## src/rtl/multicycle_alu.sv

```systemverilog
// Parametrised ALU with registered results behind a Start/Busy/Done handshake.
// Single-cycle ops finish at the accept edge; unsigned MUL iterates WIDTH cycles.
module multicycle_alu #(
    parameter int WIDTH = 16,
    parameter int CNT_W = $clog2(WIDTH + 1)
) (
    input  logic             Clock,
    input  logic             Reset,
    input  logic [WIDTH-1:0] A,
    input  logic [WIDTH-1:0] B,
    input  logic [4:0]       FunSel,
    input  logic             WF,
    input  logic             Start,
    output logic [WIDTH-1:0] ALUOut,
    output logic [WIDTH-1:0] ALUOutHi,
    output logic [3:0]       FlagsOut,
    output logic             Busy,
    output logic             Done
);

    localparam logic [4:0] OP_PASSA = 5'h00;
    localparam logic [4:0] OP_PASSB = 5'h01;
    localparam logic [4:0] OP_NOTA  = 5'h02;
    localparam logic [4:0] OP_NOTB  = 5'h03;
    localparam logic [4:0] OP_ADD   = 5'h04;
    localparam logic [4:0] OP_ADC   = 5'h05;
    localparam logic [4:0] OP_SUB   = 5'h06;
    localparam logic [4:0] OP_AND   = 5'h07;
    localparam logic [4:0] OP_OR    = 5'h08;
    localparam logic [4:0] OP_XOR   = 5'h09;
    localparam logic [4:0] OP_NAND  = 5'h0A;
    localparam logic [4:0] OP_LSL   = 5'h0B;
    localparam logic [4:0] OP_LSR   = 5'h0C;
    localparam logic [4:0] OP_ASR   = 5'h0D;
    localparam logic [4:0] OP_CSL   = 5'h0E;
    localparam logic [4:0] OP_CSR   = 5'h0F;
    localparam logic [4:0] OP_MUL   = 5'h10;

    localparam logic [CNT_W-1:0] CNT_INIT = CNT_W'(WIDTH);
    localparam logic [CNT_W-1:0] CNT_ONE  = CNT_W'(1);

    typedef enum logic {IDLE, MUL} state_t;

    state_t state, state_next;

    logic               accept;
    logic               mul_last;
    logic [WIDTH-1:0]   alu_res;
    logic [3:0]         alu_flags;
    logic [WIDTH:0]     sum_w;
    logic               c_new;
    logic               o_new;
    logic               reserved;
    logic [2*WIDTH-1:0] acc;
    logic [2*WIDTH-1:0] acc_next;
    logic [2*WIDTH-1:0] mcand;
    logic [WIDTH-1:0]   mplier;
    logic [CNT_W-1:0]   cnt;
    logic               mul_wf;
    logic               hi_nz;

    always_ff @(posedge Clock) begin
        if (!Reset) begin
            state <= IDLE;
        end else begin
            state <= state_next;
        end
    end

    always_comb begin
        state_next = state;
        case (state)
            IDLE: if (Start && FunSel == OP_MUL) state_next = MUL;
            MUL:  if (cnt == CNT_ONE) state_next = IDLE;
            default: state_next = IDLE;
        endcase
    end

    always_comb begin
        Busy     = (state == MUL);
        accept   = Start && (state == IDLE);
        mul_last = (state == MUL) && (cnt == CNT_ONE);
    end

    // Single-cycle result and flags; C and O default to their held values.
    always_comb begin
        alu_res  = '0;
        sum_w    = '0;
        c_new    = FlagsOut[2];
        o_new    = FlagsOut[0];
        reserved = 1'b0;
        case (FunSel)
            OP_PASSA: alu_res = A;
            OP_PASSB: alu_res = B;
            OP_NOTA:  alu_res = ~A;
            OP_NOTB:  alu_res = ~B;
            OP_ADD: begin
                sum_w   = {1'b0, A} + {1'b0, B};
                alu_res = sum_w[WIDTH-1:0];
                c_new   = sum_w[WIDTH];
                o_new   = (A[WIDTH-1] == B[WIDTH-1]) && (alu_res[WIDTH-1] != A[WIDTH-1]);
            end
            OP_ADC: begin
                sum_w   = {1'b0, A} + {1'b0, B} + {{WIDTH{1'b0}}, FlagsOut[2]};
                alu_res = sum_w[WIDTH-1:0];
                c_new   = sum_w[WIDTH];
                o_new   = (A[WIDTH-1] == B[WIDTH-1]) && (alu_res[WIDTH-1] != A[WIDTH-1]);
            end
            OP_SUB: begin
                sum_w   = {1'b0, A} + {1'b0, ~B} + {{WIDTH{1'b0}}, 1'b1};
                alu_res = sum_w[WIDTH-1:0];
                c_new   = sum_w[WIDTH];
                o_new   = (A[WIDTH-1] != B[WIDTH-1]) && (alu_res[WIDTH-1] != A[WIDTH-1]);
            end
            OP_AND:  alu_res = A & B;
            OP_OR:   alu_res = A | B;
            OP_XOR:  alu_res = A ^ B;
            OP_NAND: alu_res = ~(A & B);
            OP_LSL: begin
                alu_res = {A[WIDTH-2:0], 1'b0};
                c_new   = A[WIDTH-1];
            end
            OP_LSR: begin
                alu_res = {1'b0, A[WIDTH-1:1]};
                c_new   = A[0];
            end
            OP_ASR: begin
                alu_res = {A[WIDTH-1], A[WIDTH-1:1]};
                c_new   = A[0];
            end
            OP_CSL: begin
                alu_res = {A[WIDTH-2:0], A[WIDTH-1]};
                c_new   = A[WIDTH-1];
            end
            OP_CSR: begin
                alu_res = {A[0], A[WIDTH-1:1]};
                c_new   = A[0];
            end
            default: reserved = 1'b1;
        endcase
        alu_flags = reserved ? FlagsOut
                             : {(alu_res == '0), c_new, alu_res[WIDTH-1], o_new};
    end

    always_comb begin
        acc_next = acc + (mplier[0] ? mcand : '0);
        hi_nz    = (acc_next[2*WIDTH-1:WIDTH] != '0);
    end

    // Result registers and the shift-add multiplier datapath.
    always_ff @(posedge Clock) begin
        if (!Reset) begin
            ALUOut   <= '0;
            ALUOutHi <= '0;
            FlagsOut <= '0;
            Done     <= 1'b0;
            acc      <= '0;
            mcand    <= '0;
            mplier   <= '0;
            cnt      <= '0;
            mul_wf   <= 1'b0;
        end else begin
            Done <= 1'b0;
            if (accept) begin
                if (FunSel == OP_MUL) begin
                    acc    <= '0;
                    mcand  <= {{WIDTH{1'b0}}, A};
                    mplier <= B;
                    cnt    <= CNT_INIT;
                    mul_wf <= WF;
                end else begin
                    ALUOut   <= alu_res;
                    ALUOutHi <= '0;
                    if (WF) FlagsOut <= alu_flags;
                    Done     <= 1'b1;
                end
            end else if (state == MUL) begin
                acc    <= acc_next;
                mcand  <= {mcand[2*WIDTH-2:0], 1'b0};
                mplier <= {1'b0, mplier[WIDTH-1:1]};
                cnt    <= cnt - CNT_ONE;
                if (mul_last) begin
                    ALUOut   <= acc_next[WIDTH-1:0];
                    ALUOutHi <= acc_next[2*WIDTH-1:WIDTH];
                    if (mul_wf) FlagsOut <= {(acc_next == '0), hi_nz, 1'b0, hi_nz};
                    Done     <= 1'b1;
                end
            end
        end
    end

endmodule
```

## config.mk

```make
export PLATFORM = sky130hd
export DESIGN_NAME = multicycle_alu
export DESIGN_NICKNAME = d
export VERILOG_FILES = /design/src/rtl/multicycle_alu.sv
export SDC_FILE = /design/constraint.sdc
export NUM_CORES = 1
export LEC_CHECK = 0
export ABC_AREA = 0
export BUFFER_PORTS_ARGS = -buffer_cell sky130_fd_sc_hd__clkbuf_2
export CAP_MARGIN = 15
export CORE_UTILIZATION = 50
export DETAILED_ROUTE_END_ITERATION = 10
export GPL_TIMING_DRIVEN = 0
export PLACE_DENSITY = 0.76
export RECOVER_POWER = 100
export SLEW_MARGIN = 20
export SYNTH_ARGS = -nofsm -noshare
export SYNTH_HDL_FRONTEND = slang
export SYNTH_SLANG_ARGS = --single-unit
```

## constraint.sdc

```tcl
create_clock -name Clock -period 4.5 [get_ports Clock]
set_clock_uncertainty 0.05 [all_clocks]
set_input_delay 0.9 -clock Clock [delete_from_list [all_inputs] [get_ports Clock]]
set_output_delay 0.9 -clock Clock [all_outputs]
set_load 0.01 [all_outputs]
```

==> results.md, run 1 <==
- Worst hold margin: 0.4051 ns
- Horizontal extent of the die: 150.9 um
- Y dimension of the die: 150.9 um
- DRC errors left: 0
- Reported leakage power: 0.004909 uW
- Via count of the first global-routing pass: 11,020
- Die Area: 22,780 um^2
- Data arrival time of the worst path: 4.63 ns
- Standard cell core area: 21,760 um^2
- Number of flops mapped to enable cells by yosys: 0
- Outcome: completed
- Class of the tightest hold or removal check: reg -> reg
- Cell taking the most area after synthesis: dfxtp_1
- Via count: 12,090
- Count of state elements after synthesis: 124
- Number of setup buffers added after CTS: 0
- Critical path class: reg -> reg
- Power, Total: 3288 uW
- Total of endpoints with negative setup slack in the final report: 0
- Cell at the root of the clock tree: clkbuf_16
- Net count after synthesis: 1,605
- Critical-path maximum fanout: 10
- Initial core utilization: 0.5098
- Count of cell types in the netlist: 102
- Most used standard cell by instance count after synthesis: nor2_1
- Area contributors post-synth: dfxtp_1, ha_1, nor2_1
- Setup slack of the most critical reg-to-reg path: 0.13 ns
- Number of cells after detailed placement: 1,830
- Clock period minus final worst setup slack: 4.373 ns
- Detailed-router iteration count before antenna repair: 6
- Post-Syn Instances: 1,474
- Post-route insts no fill: 1,862
- Ys flop type: dfxtp_1
- Cell row count: 54
- Post-layout nets: 1,700
- Avg WL per Cell: 22.08 um
- Largest net degree at the start of global routing: 17
- Cell area after technology mapping: 11,090 um^2
- Initial antenna violation count: 0
- Num CTS Buffers: 17
- Final HPWL DP: 31,470 um
- First-pass GRT wire length: 62,500 um
- Number of hold buffers added after CTS: 0
- Max-cap check violation count: 0
- Seq/Total Area, Yosys: 0.2238
- Synthesized area per cell: 7.525 um^2
- Count of input and output buffers: 76
- Final-report hold violation count: 0
- H-tree depth reported by CTS: 4
- Drt initial violations: 1,303
- Kind of end point of the critical path: flip-flop
- Max-slew headroom at the worst pin: 0.2153
- Final design utilization: 0.5690
- Maximum root-to-sink buffer count: 2
- Warnings from Yosys: 0
- Total Routing Usage GR: 0.3632
- Async set or reset register ratio after synthesis: 0
- Setup repair after global routing missed its margin: false
- Last weighted congestion value of the routability-driven placer: 1.016
- Final global-route overflow total: 0
- Commonest cells post-synth: nor2_1, dfxtp_1, nand2_1
- CP startpoint kind: flip-flop
- Data required, critical path: 4.76 ns
- Clk slew on worst S/H paths: 0.07 ns
- Worst ir drop on vdd: 237.9 uV
- Antenna cells: 0
- Detail-routed via count per cell: 6.494
- Share of cells above drive strength 1: 0.08344
- Number of nets still failing antenna checks after routing: 0
- Top-level port count: 79
- Area Growth Syn to Fin: 11.61%
- Number of clock sinks: 124
- Maximum frequency from static timing analysis: 228.7 MHz
- Area share of the largest cell type after synthesis: 0.2238
- TritonCTS clock tree: yes
- Transition time of the tightest slew-check pin: 1.168 ns
- Final cycle utilization of the critical path: 0.9717
- Insertion delay of the later-clocked pin in the worst-skew pair: 0.44 ns
- Drt total wl: 41,120 um
- Power density relative to cell area: 265.6 nW/um^2
- Max-slew violations: 0
==> layout by cell type, fill, tap and decap left out, types with 6 or more instances in the layout <==
cell type  count
a2111oi_0      7
a211oi_1      16
a21o_1        27
a21oi_1      110
a221oi_1      19
a22oi_1       29
a311oi_1       6
a31oi_1       15
and2_0         6
and2_1        34
and3_1        17
buf_1          6
clkbuf_1     118
clkbuf_16     17
clkbuf_2      37
clkbuf_8       7
dfxtp_1      124
ha_1          87
inv_1         59
inv_6          7
mux2i_1       21
nand2_1      124
nand2b_1      14
nand3_1       59
nand4_1        9
nand4b_1       7
nor2_1       163
nor2b_1       11
nor3_1        33
nor4_1        15
o211ai_1      46
o21a_1         9
o21ai_0       67
o21bai_1       6
o221ai_1      11
o22ai_1        7
or3_1          8
xnor2_1       54
xor2_1        20
==> through the flow <==
| step | TNS [ns] | cell area [um^2] | setup slack [ns] |
|---|---|---|---|
| after floorplan | 0 | 11090 | 0.5096 |
| after global placement | -0.4918 | 11820 | -0.1769 |
| after detailed placement | -0.7564 | 11820 | -0.2102 |
| after CTS | 0 | 12420 | 0.04375 |
| after global routing | 0 | 12380 | 0.01136 |
| final | 0 | 12380 | 0.1272 |
==> layout make-up <==
cell class	instances	area, um^2
buffer	102	489.2
fill	2128	9376
clock buffer	17	425.4
sequential	124	2482
multi-input combinational	1185	7901
clock inverter	15	162.7
inverter	63	236.5
tap	280	350.3
timing repair buffer	76	331.6
==> where the power goes <==
group / total (uW) / internal [uW] / switching [uW]
Combinational: 744 / 256 / 488
Clock: 1410 / 790 / 618
Sequential: 1140 / 1120 / 16.7
Total: 3290 / 2170 / 1120
==> routing by layer <==
layer,wire (um),up-vias,track usage
met2,17920,702,0.5663
met4,2579,0,0.2240
met1,16390,5667,0.4604
met5,0,-,0
li1,-,5576,-
met3,4232,147,0.07018
==> worst max-delay path, stage by stage, from the launching register on <==
cell	delay, ns
dfxtp_1	0.39
clkbuf_1	0.23
and2_0	0.18
ha_1	0.22
fa_1	0.44
a21o_1	0.20
a221o_1	0.39
a21oi_2	0.25
o21bai_1	0.10
xor2_1	0.24
a311oi_1	0.29
or4b_1	0.52
nor4_4	0.36
and3_2	0.30
a211oi_1	0.08
==> cell families after synthesis <==
group,count (synthesis),share of synthesized area
fa+ha+maj,90,0.1036
mux,23,0.02121
buf+inv,165,0.06542
compound gates,458,0.2880
flops,124,0.2238
xor+xnor,75,0.05990
simple gates,539,0.2381
==> flip-flops by register name, summed over array words and instances, names as in the netlist <==
name / cells
Done: 1
mul_wf: 1
mplier: 16
ALUOutHi: 16
mcand: 32
FlagsOut: 4
cnt: 5
ALUOut: 16
Busy: 1
acc: 32
==> path summary, 6_finish.rpt <==
check	from	endpoint	cells past startpoint
max	mplier[0]$_SDFFE_PN0P_	FlagsOut[0]$_SDFFE_PN0P_	14
min	ALUOut[2]$_SDFFE_PN0P_	ALUOut[2]$_SDFFE_PN0P_	2
max reg2reg	mplier[0]$_SDFFE_PN0P_	FlagsOut[0]$_SDFFE_PN0P_	14
min reg2reg	ALUOut[2]$_SDFFE_PN0P_	ALUOut[2]$_SDFFE_PN0P_	2
==> timing repair <==
action / 4_1_cts / 5_1_grt
cloned: 0 / 0
endpoints found under the setup margin: 2 / 3
endpoints found under the hold margin: 0 / 0
pin swaps: 0 / 2
resized for setup: 1 / 7
(Power assumes the default switching activity.)
==> run 2: changes to the inputs <==
Settings changed: CORE_UTILIZATION 50 to 51, CTS_CLUSTER_SIZE from default to 16, PLACE_DENSITY 0.76 to 0.8.
Clock period 4.5 ns to 3.8 ns, I/O delays scaled along.
==> results.md, run 2 (synthesis results as in run 1) <==
- Clock group share of total power: 0.427 (was 0.428)
- Data arrival time of the worst path: 4.17 ns (was 4.63 ns)
- Largest incremental delay on the critical path: 0.58 ns (was 0.52 ns)
- CP startpoint kind: primary input (was flip-flop)
- Sum of negative setup slack: -0.08648 ns (was 0 ns)
- TritonCTS clock tree: yes (unchanged)
- Start point of the worst hold path: mcand[20]$_SDFFE_PN0P_ (was ALUOut[2]$_SDFFE_PN0P_)
- Data required, critical path: 4.12 ns (was 4.76 ns)
- Kind of end point of the critical path: flip-flop (unchanged)
- Drt total wl: 41,880 um (was 41,120 um)
- H-tree depth reported by CTS: 4 (unchanged)
- Share of cells above drive strength 1: 0.1430 (was 0.08344)
- Cell at the root of the clock tree: clkbuf_16 (unchanged)
- Commonest cells after routing, fill and taps aside: nor2_1, nand2_1, dfxtp_1 (was nor2_1, dfxtp_1, nand2_1)
- Most common cell after layout, fill and taps aside: nor2_1 (unchanged)
- Standard cell core area: 21,150 um^2 (was 21,760 um^2)
- Num CTS Buffers: 17 (unchanged)
- Outcome: finished with violations (was completed)
- Power density relative to cell area: 310.7 nW/um^2 (was 265.6 nW/um^2)
- Critical-path maximum fanout: 7 (was 10)
- Avg WL per Cell: 22.33 um (was 22.08 um)
- R2R Path Start: mplier[0]$_SDFFE_PN0P_ (unchanged)
- Top-level port count: 79 (unchanged)
- Total of endpoints with negative setup slack in the final report: 5 (was 0)
- Maximum frequency from static timing analysis: 259.8 MHz
- Clock period minus final worst setup slack: 3.849 ns
- Die Area: 22,340 um^2 (was 22,780 um^2)
- Clk slew on worst S/H paths: 0.07 ns (about the same)
- Y dimension of the die: 149.5 um (was 150.9 um)
- Max-slew violations: 0 (unchanged)
- Insertion delay of the later-clocked pin in the worst-skew pair: 0.44 ns (about the same)
- Maximum root-to-sink buffer count: 2 (unchanged)
- Non-Filler Cell Area, Final: 13,090 um^2 (was 12,380 um^2)
- Internal power summed over all cells: 2739 uW (was 2165 uW)
- Setup repair after global routing missed its margin: true (was false)
- Class of the tightest hold or removal check: reg -> reg (unchanged)
- Last weighted congestion value of the routability-driven placer: 1.005 (was 1.016)
- Number of hold buffers added after CTS: 0 (unchanged)
- Max-slew headroom at the worst pin: 0.2970 (was 0.2153)
- Detail-routed via count per cell: 6.647 (was 6.494)
- Cell with the largest stage delay on the worst path: or4_4 (was or4b_1)
- Fillcell total: 1,837 (was 2,128)
- Horizontal extent of the die: 149.5 um (was 150.9 um)
- Final-report hold violation count: 0 (unchanged)
- Launching element of the worst setup path: A[7] (was mplier[0]$_SDFFE_PN0P_)
- Number of clock sinks: 124 (unchanged)
- Final global-route overflow total: 0 (unchanged)
- Placed Instance Area: 11,830 um^2 (was 11,820 um^2)
- Final cycle utilization of the critical path: 1.013
- Power, Total: 4065 uW (was 3288 uW)
- First-pass GRT wire length: 63,100 um (was 62,500 um)
- Antenna cells: 0 (unchanged)
- Largest registers: acc: 32 flops, mcand: 32 flops (unchanged)
- Detailed-router iteration count before antenna repair: 10 (was 6)
- Worst hold margin: 0.4208 ns (was 0.4051 ns)
- Via count of the first global-routing pass: 11,100 (was 11,020)
- Area Growth Syn to Fin: 17.97% (was 11.61%)
- Final HPWL DP: 31,240 um (was 31,470 um)
- Cell row count: 53 (was 54)
- Total Routing Usage GR: 0.3679 (was 0.3632)
- Worst setup slack after layout: -0.04947 ns (was 0.1272 ns)
- Max-cap check violation count: 0 (unchanged)
- Largest net degree at the start of global routing: 17 (unchanged)
- Seq pwr share: 0.332 (was 0.345)
- Net switching component of the power: 1326 uW (was 1123 uW)
- Via count: 12,470 (was 12,090)
- Count of input and output buffers: 76 (unchanged)
- Combinational fraction of design power: 0.241 (was 0.226)
- Drt initial violations: 1,427 (was 1,303)
- Post-layout nets: 1,719 (was 1,700)
- Reported leakage power: 0.005153 uW (was 0.004909 uW)
- Transition time of the tightest slew-check pin: 1.046 ns (was 1.168 ns)
- Series of cell instances along the critical path: clkbuf_2, inv_1, ha_1, a2111oi_1, o21a_4, o21bai_1, xnor2_2, or3_4, or4_4, nor2_2, xnor2_1, a21boi_1, a211oi_2 (was clkbuf_1, and2_0, ha_1, fa_1, a21o_1, a221o_1, a21oi_2, o21bai_1, xor2_1, a311oi_1, or4b_1, nor4_4, and3_2, a211oi_1)
- Switching fraction of total power: 0.3262 (was 0.3414)
- Violations in the final reports: negative setup slack
- Worst ir drop on vdd: 253.1 uV (was 237.9 uV)
- DRC errors left: 0 (unchanged)
- Initial core utilization: 0.5243 (was 0.5098)
- Number of nets still failing antenna checks after routing: 0 (unchanged)
- Initial antenna violation count: 0 (unchanged)
- Critical path class: in -> reg (was reg -> reg)
-- run 2: changes by cell type in the layout (fill, tap and decap cells not counted), sizes merged --
cell / delta
buf: +31
bufinv: +2
clkbuf: -11
clkinv: +4
clkinvlp: +1
inv: -8
-- run 2: metrics by stage --
| step | util | setup slack (ns) | cells |
|---|---|---|---|
| 3_3_place_gp | 0.5591 | -0.6641 | 1825 |
| 6_report | 0.6186 | -0.04947 | 1876 |
| 2_1_floorplan | - | 0.01499 | 1474 |
| 5_1_grt | 0.6186 | -0.07178 | 1876 |
| 3_5_place_dp | 0.5591 | -0.7702 | 1825 |
| 4_1_cts | 0.6006 | -0.05389 | 1865 |
-- run 2: final timing paths --
| check | slack [ns] | to | cells after the start |
|---|---|---|---|
| setup / recovery | -0.05 | FlagsOut[0]$_SDFFE_PN0P_ | 13 |
| hold / removal | 0.42 | mcand[21]$_SDFFE_PN0P_ | 2 |
| setup reg to reg | -0.01 | FlagsOut[2]$_SDFFE_PN0P_ | 15 |
| hold reg to reg | 0.42 | mcand[21]$_SDFFE_PN0P_ | 2 |
-- run 2: power groups by stage --
| stage | clock, uW | sequential, uW | combinational [uW] |
|---|---|---|---|
| 6_report | 1740 | 1350 | 978 |
| 5_1_grt | 1790 | 1350 | 1040 |
| 4_1_cts | 1730 | 1350 | 884 |
| 3_5_place_dp | 0 | 1380 | 856 |
| 3_3_place_gp | 0 | 1380 | 846 |
| 2_1_floorplan | 0 | 1370 | 586 |
-- run 2: critical path: cells and delay by family --
kind / cells / cell delay [ns]
and+or+nand+nor: 3 / 1.14
xor gates and xnor gates: 2 / 0.33
buffers and inverters: 2 / 0.30
adders and majority gates: 1 / 0.42
AOI/OAI and AO/OA: 5 / 1.21
-- run 2: layout make-up --
cell class,count,area (um^2),area share
Clock buffer,18,439.2,0.03356
Timing Repair Buffer,102,538.0,0.04112
Multi-Input combinational cell,1185,8368,0.6395
Buffer,95,484.2,0.03701
Inverter,63,240.2,0.01836
Sequential cell,124,2486,0.1900
Tap cell,275,344.1,0.02630
Clock inverter,14,185.2,0.01415
-- run 2: what timing repair did --
item / CTS / global route
resized for setup: 40 / 75
buffers inserted: 12 / 14
endpoints found under the setup margin: 5 / 6
gates cloned: 0 / 0
pin swaps: 16 / 32
-- run 2: layer usage --
layer	track usage	part of all wire	wire length, um	vias to the layer above
met4	0.1480	0.043	1781	0
li1	-	-	-	5621
met1	0.4967	0.41	17100	5862
met2	0.5609	0.43	18040	822
met3	0.08537	0.12	4957	165
met5	0	0	0	-
==> run 3: changes to the inputs <==
Settings changed: CORE_MARGIN from default to 10, RECOVER_POWER 100 to 25.
==> results.md, run 3 (synthesis results as in run 1) <==
- Cell with the largest stage delay on the worst path: or4b_4 (was or4_4)
- Number of nets still failing antenna checks after routing: 0 (unchanged)
- Antenna cells: 0 (unchanged)
- Final-report hold violation count: 0 (unchanged)
- CP startpoint kind: flip-flop (was primary input)
- Horizontal extent of the die: 167.5 um (was 149.5 um)
- Avg WL per Cell: 22.97 um (was 22.33 um)
- Top-level port count: 79 (unchanged)
- Via count of the first global-routing pass: 11,350 (was 11,100)
- Cell row count: 53 (unchanged)
- Outcome: finished with violations (unchanged)
- Number of cells after detailed placement: 1,825 (unchanged)
- Worst hold margin: 0.4188 ns (was 0.4208 ns)
- Transition time of the tightest slew-check pin: 1.096 ns (was 1.046 ns)
- Maximum frequency from static timing analysis: 257.4 MHz (was 259.8 MHz)
- Cell depth of the worst flop-to-flop path: 14 (was 15)
- Clk slew on worst S/H paths: 0.06 ns (was 0.07 ns)
- Worst ir drop on vdd: 342.7 uV (was 253.1 uV)
- Data arrival time of the worst path: 4.14 ns (was 4.17 ns)
- Drt total wl: 42,840 um (was 41,880 um)
- Count of buffering cells on the critical path with inverters included: 1 (was 2)
- Count of input and output buffers: 76 (unchanged)
- Final global-route overflow total: 0 (unchanged)
- Count of cells along the worst hold path: 2 (unchanged)
- Drt initial violations: 1,793 (was 1,427)
- Y dimension of the die: 167.5 um (was 149.5 um)
- Num CTS Buffers: 17 (unchanged)
- Power density relative to cell area: 319.5 nW/um^2 (was 310.7 nW/um^2)
- First-pass GRT wire length: 64,430 um (was 63,100 um)
- Number of clock sinks: 124 (unchanged)
- Cell at the root of the clock tree: clkbuf_16 (unchanged)
- TritonCTS clock tree: yes (unchanged)
- Critical-path maximum fanout: 5 (was 7)
- Reported leakage power: 0.005121 uW (was 0.005153 uW)
- Max-slew headroom at the worst pin: 0.2639 (was 0.2970)
- Setup slack of the most critical reg-to-reg path: -0.09 ns (was -0.01 ns)
- Data required, critical path: 4.05 ns (was 4.12 ns)
- End of the critical path: FlagsOut[0]$_SDFFE_PN0P_ (unchanged)
- Clock period minus final worst setup slack: 3.885 ns (was 3.849 ns)
- Kind of cell with the highest combined delay on the critical path: compound AO/OA/AOI/OAI gates (unchanged)
- Area Growth Syn to Fin: 17.21% (was 17.97%)
- Total Routing Usage GR: 0.2840 (was 0.3679)
- R2R Path Start: mplier[0]$_SDFFE_PN0P_ (unchanged)
- Final HPWL DP: 32,520 um (was 31,240 um)
- Via count: 12,350 (was 12,470)
- Insertion delay of the later-clocked pin in the worst-skew pair: 0.43 ns (was 0.44 ns)
- Worst setup slack after layout: -0.08533 ns (was -0.04947 ns)
- Last weighted congestion value of the routability-driven placer: 1.036 (was 1.005)
- Largest incremental delay on the critical path: 0.52 ns (was 0.58 ns)
- Total of endpoints with negative setup slack in the final report: 3 (was 5)
- Kind of end point of the critical path: flip-flop (unchanged)
- Max-cap check violation count: 0 (unchanged)
- H-tree depth reported by CTS: 4 (unchanged)
- Post-route insts no fill: 1,865 (was 1,876)
- Setup repair after global routing missed its margin: true (unchanged)
- Share of cells above drive strength 1: 0.1358 (was 0.1430)
- Final cycle utilization of the critical path: 1.022 (was 1.013)
- Most common cell after layout, fill and taps aside: nor2_1 (unchanged)
- Number of hold buffers added after CTS: 0 (unchanged)
- Maximum root-to-sink buffer count: 2 (unchanged)
- Launching element of the worst setup path: mplier[0]$_SDFFE_PN0P_ (was A[7])
- Max-slew violations: 0 (unchanged)
- Violations in the final reports: negative setup slack (unchanged)
- DRC errors left: 0 (unchanged)
- Largest net degree at the start of global routing: 17 (unchanged)
- Sum of negative setup slack: -0.1552 ns (was -0.08648 ns)
- Logic depth of the worst setup path including buffers: 14 (was 13)
- Placed Instance Area: 11,830 um^2 (unchanged)
- Post-layout nets: 1,708 (was 1,719)
- Die Area: 28,050 um^2 (was 22,340 um^2)
- Initial core utilization: 0.5227 (was 0.5243)
- Detail-routed via count per cell: 6.619 (was 6.647)
- Worst r2r dst: FlagsOut[0]$_SDFFE_PN0P_ (was FlagsOut[2]$_SDFFE_PN0P_)
- Detailed-router iteration count before antenna repair: 9 (was 10)
- Series of cell instances along the critical path: buf_8, and2_4, ha_4, fa_2, a21o_1, a221o_2, a21oi_4, o21bai_4, xor2_4, a311oi_2, or4b_4, nor4_4, and3_4, a211oi_2 (was clkbuf_2, inv_1, ha_1, a2111oi_1, o21a_4, o21bai_1, xnor2_2, or3_4, or4_4, nor2_2, xnor2_1, a21boi_1, a211oi_2)
- Largest registers: acc: 32 flops, mcand: 32 flops (unchanged)
- Commonest cells after routing, fill and taps aside: nor2_1, dfxtp_1, nand2_1 (was nor2_1, nand2_1, dfxtp_1)
- Non-Filler Cell Area, Final: 13,000 um^2 (was 13,090 um^2)
- Class of the tightest hold or removal check: reg -> reg (unchanged)
- Critical path class: reg -> reg (was in -> reg)
- Initial antenna violation count: 0 (unchanged)
- Standard cell core area: 21,220 um^2 (was 21,150 um^2)
==> run 3: changes by cell type in the layout (fill, tap and decap cells not counted), sizes merged <==
cell      change
bufinv        +2
clkbuf        +2
clkinv        -1
buf          -14
clkinvlp      -2
inv           +2
==> run 3: repair_timing <==
item                       CTS  global route
pin swaps                   16            21
setup endpoints to repair    6             5
resized for setup           47            61
hold endpoints to repair     0             0
buffers inserted             8             6
==> run 3: per-stage QoR <==
stage	total power [uW]	setup WS, ns	util
floorplan	1959	0.01499	-
global placement	2226	-0.6997	0.5573
detailed placement	2236	-0.7975	0.5573
CTS	4075	0.003905	0.6005
global route	4264	-0.1666	0.6127
finish	4154	-0.08533	0.6127
==> run 3: power by group <==
group	switching, uW	internal, uW
clock	669	1180
sequential	23.6	1330
combinational	621	338
==> run 3: final cells by class <==
cell class,count,area [um^2]
clock inverter,15,232.7
inverter,63,236.5
buffer,96,491.7
timing repair buffer,90,440.4
sequential,124,2486
fill,1937,8219
multi-input combinational,1185,8344
clock buffer,17,425.4
tap,275,344.1
==> run 3: how the worst min path moves through the flow <==
stage,start,endpoint,slack [ns]
floorplan,mcand[15]$_SDFFE_PN0P_,mcand[16]$_SDFFE_PN0P_,0.39
global placement,mcand[25]$_SDFFE_PN0P_,mcand[26]$_SDFFE_PN0P_,0.40
detailed placement,mcand[25]$_SDFFE_PN0P_,mcand[26]$_SDFFE_PN0P_,0.41
CTS,mcand[26]$_SDFFE_PN0P_,mcand[27]$_SDFFE_PN0P_,0.42
global route,mcand[24]$_SDFFE_PN0P_,mcand[25]$_SDFFE_PN0P_,0.43
finish,mcand[26]$_SDFFE_PN0P_,mcand[27]$_SDFFE_PN0P_,0.42
==> run 3: tightest hold or removal path, stage by stage, from the launching register on <==
cell and delay [ns]:
dfxtp_1 0.31, nand2_1 0.06, a21oi_1 0.05
==> run 3: layer usage <==
metal,vias up,global-route usage,share of wire
li1,5593,-,-
met1,5843,0.3890,0.42
met2,787,0.4124,0.42
met3,122,0.07537,0.12
met4,0,0.1128,0.041
met5,-,0,0
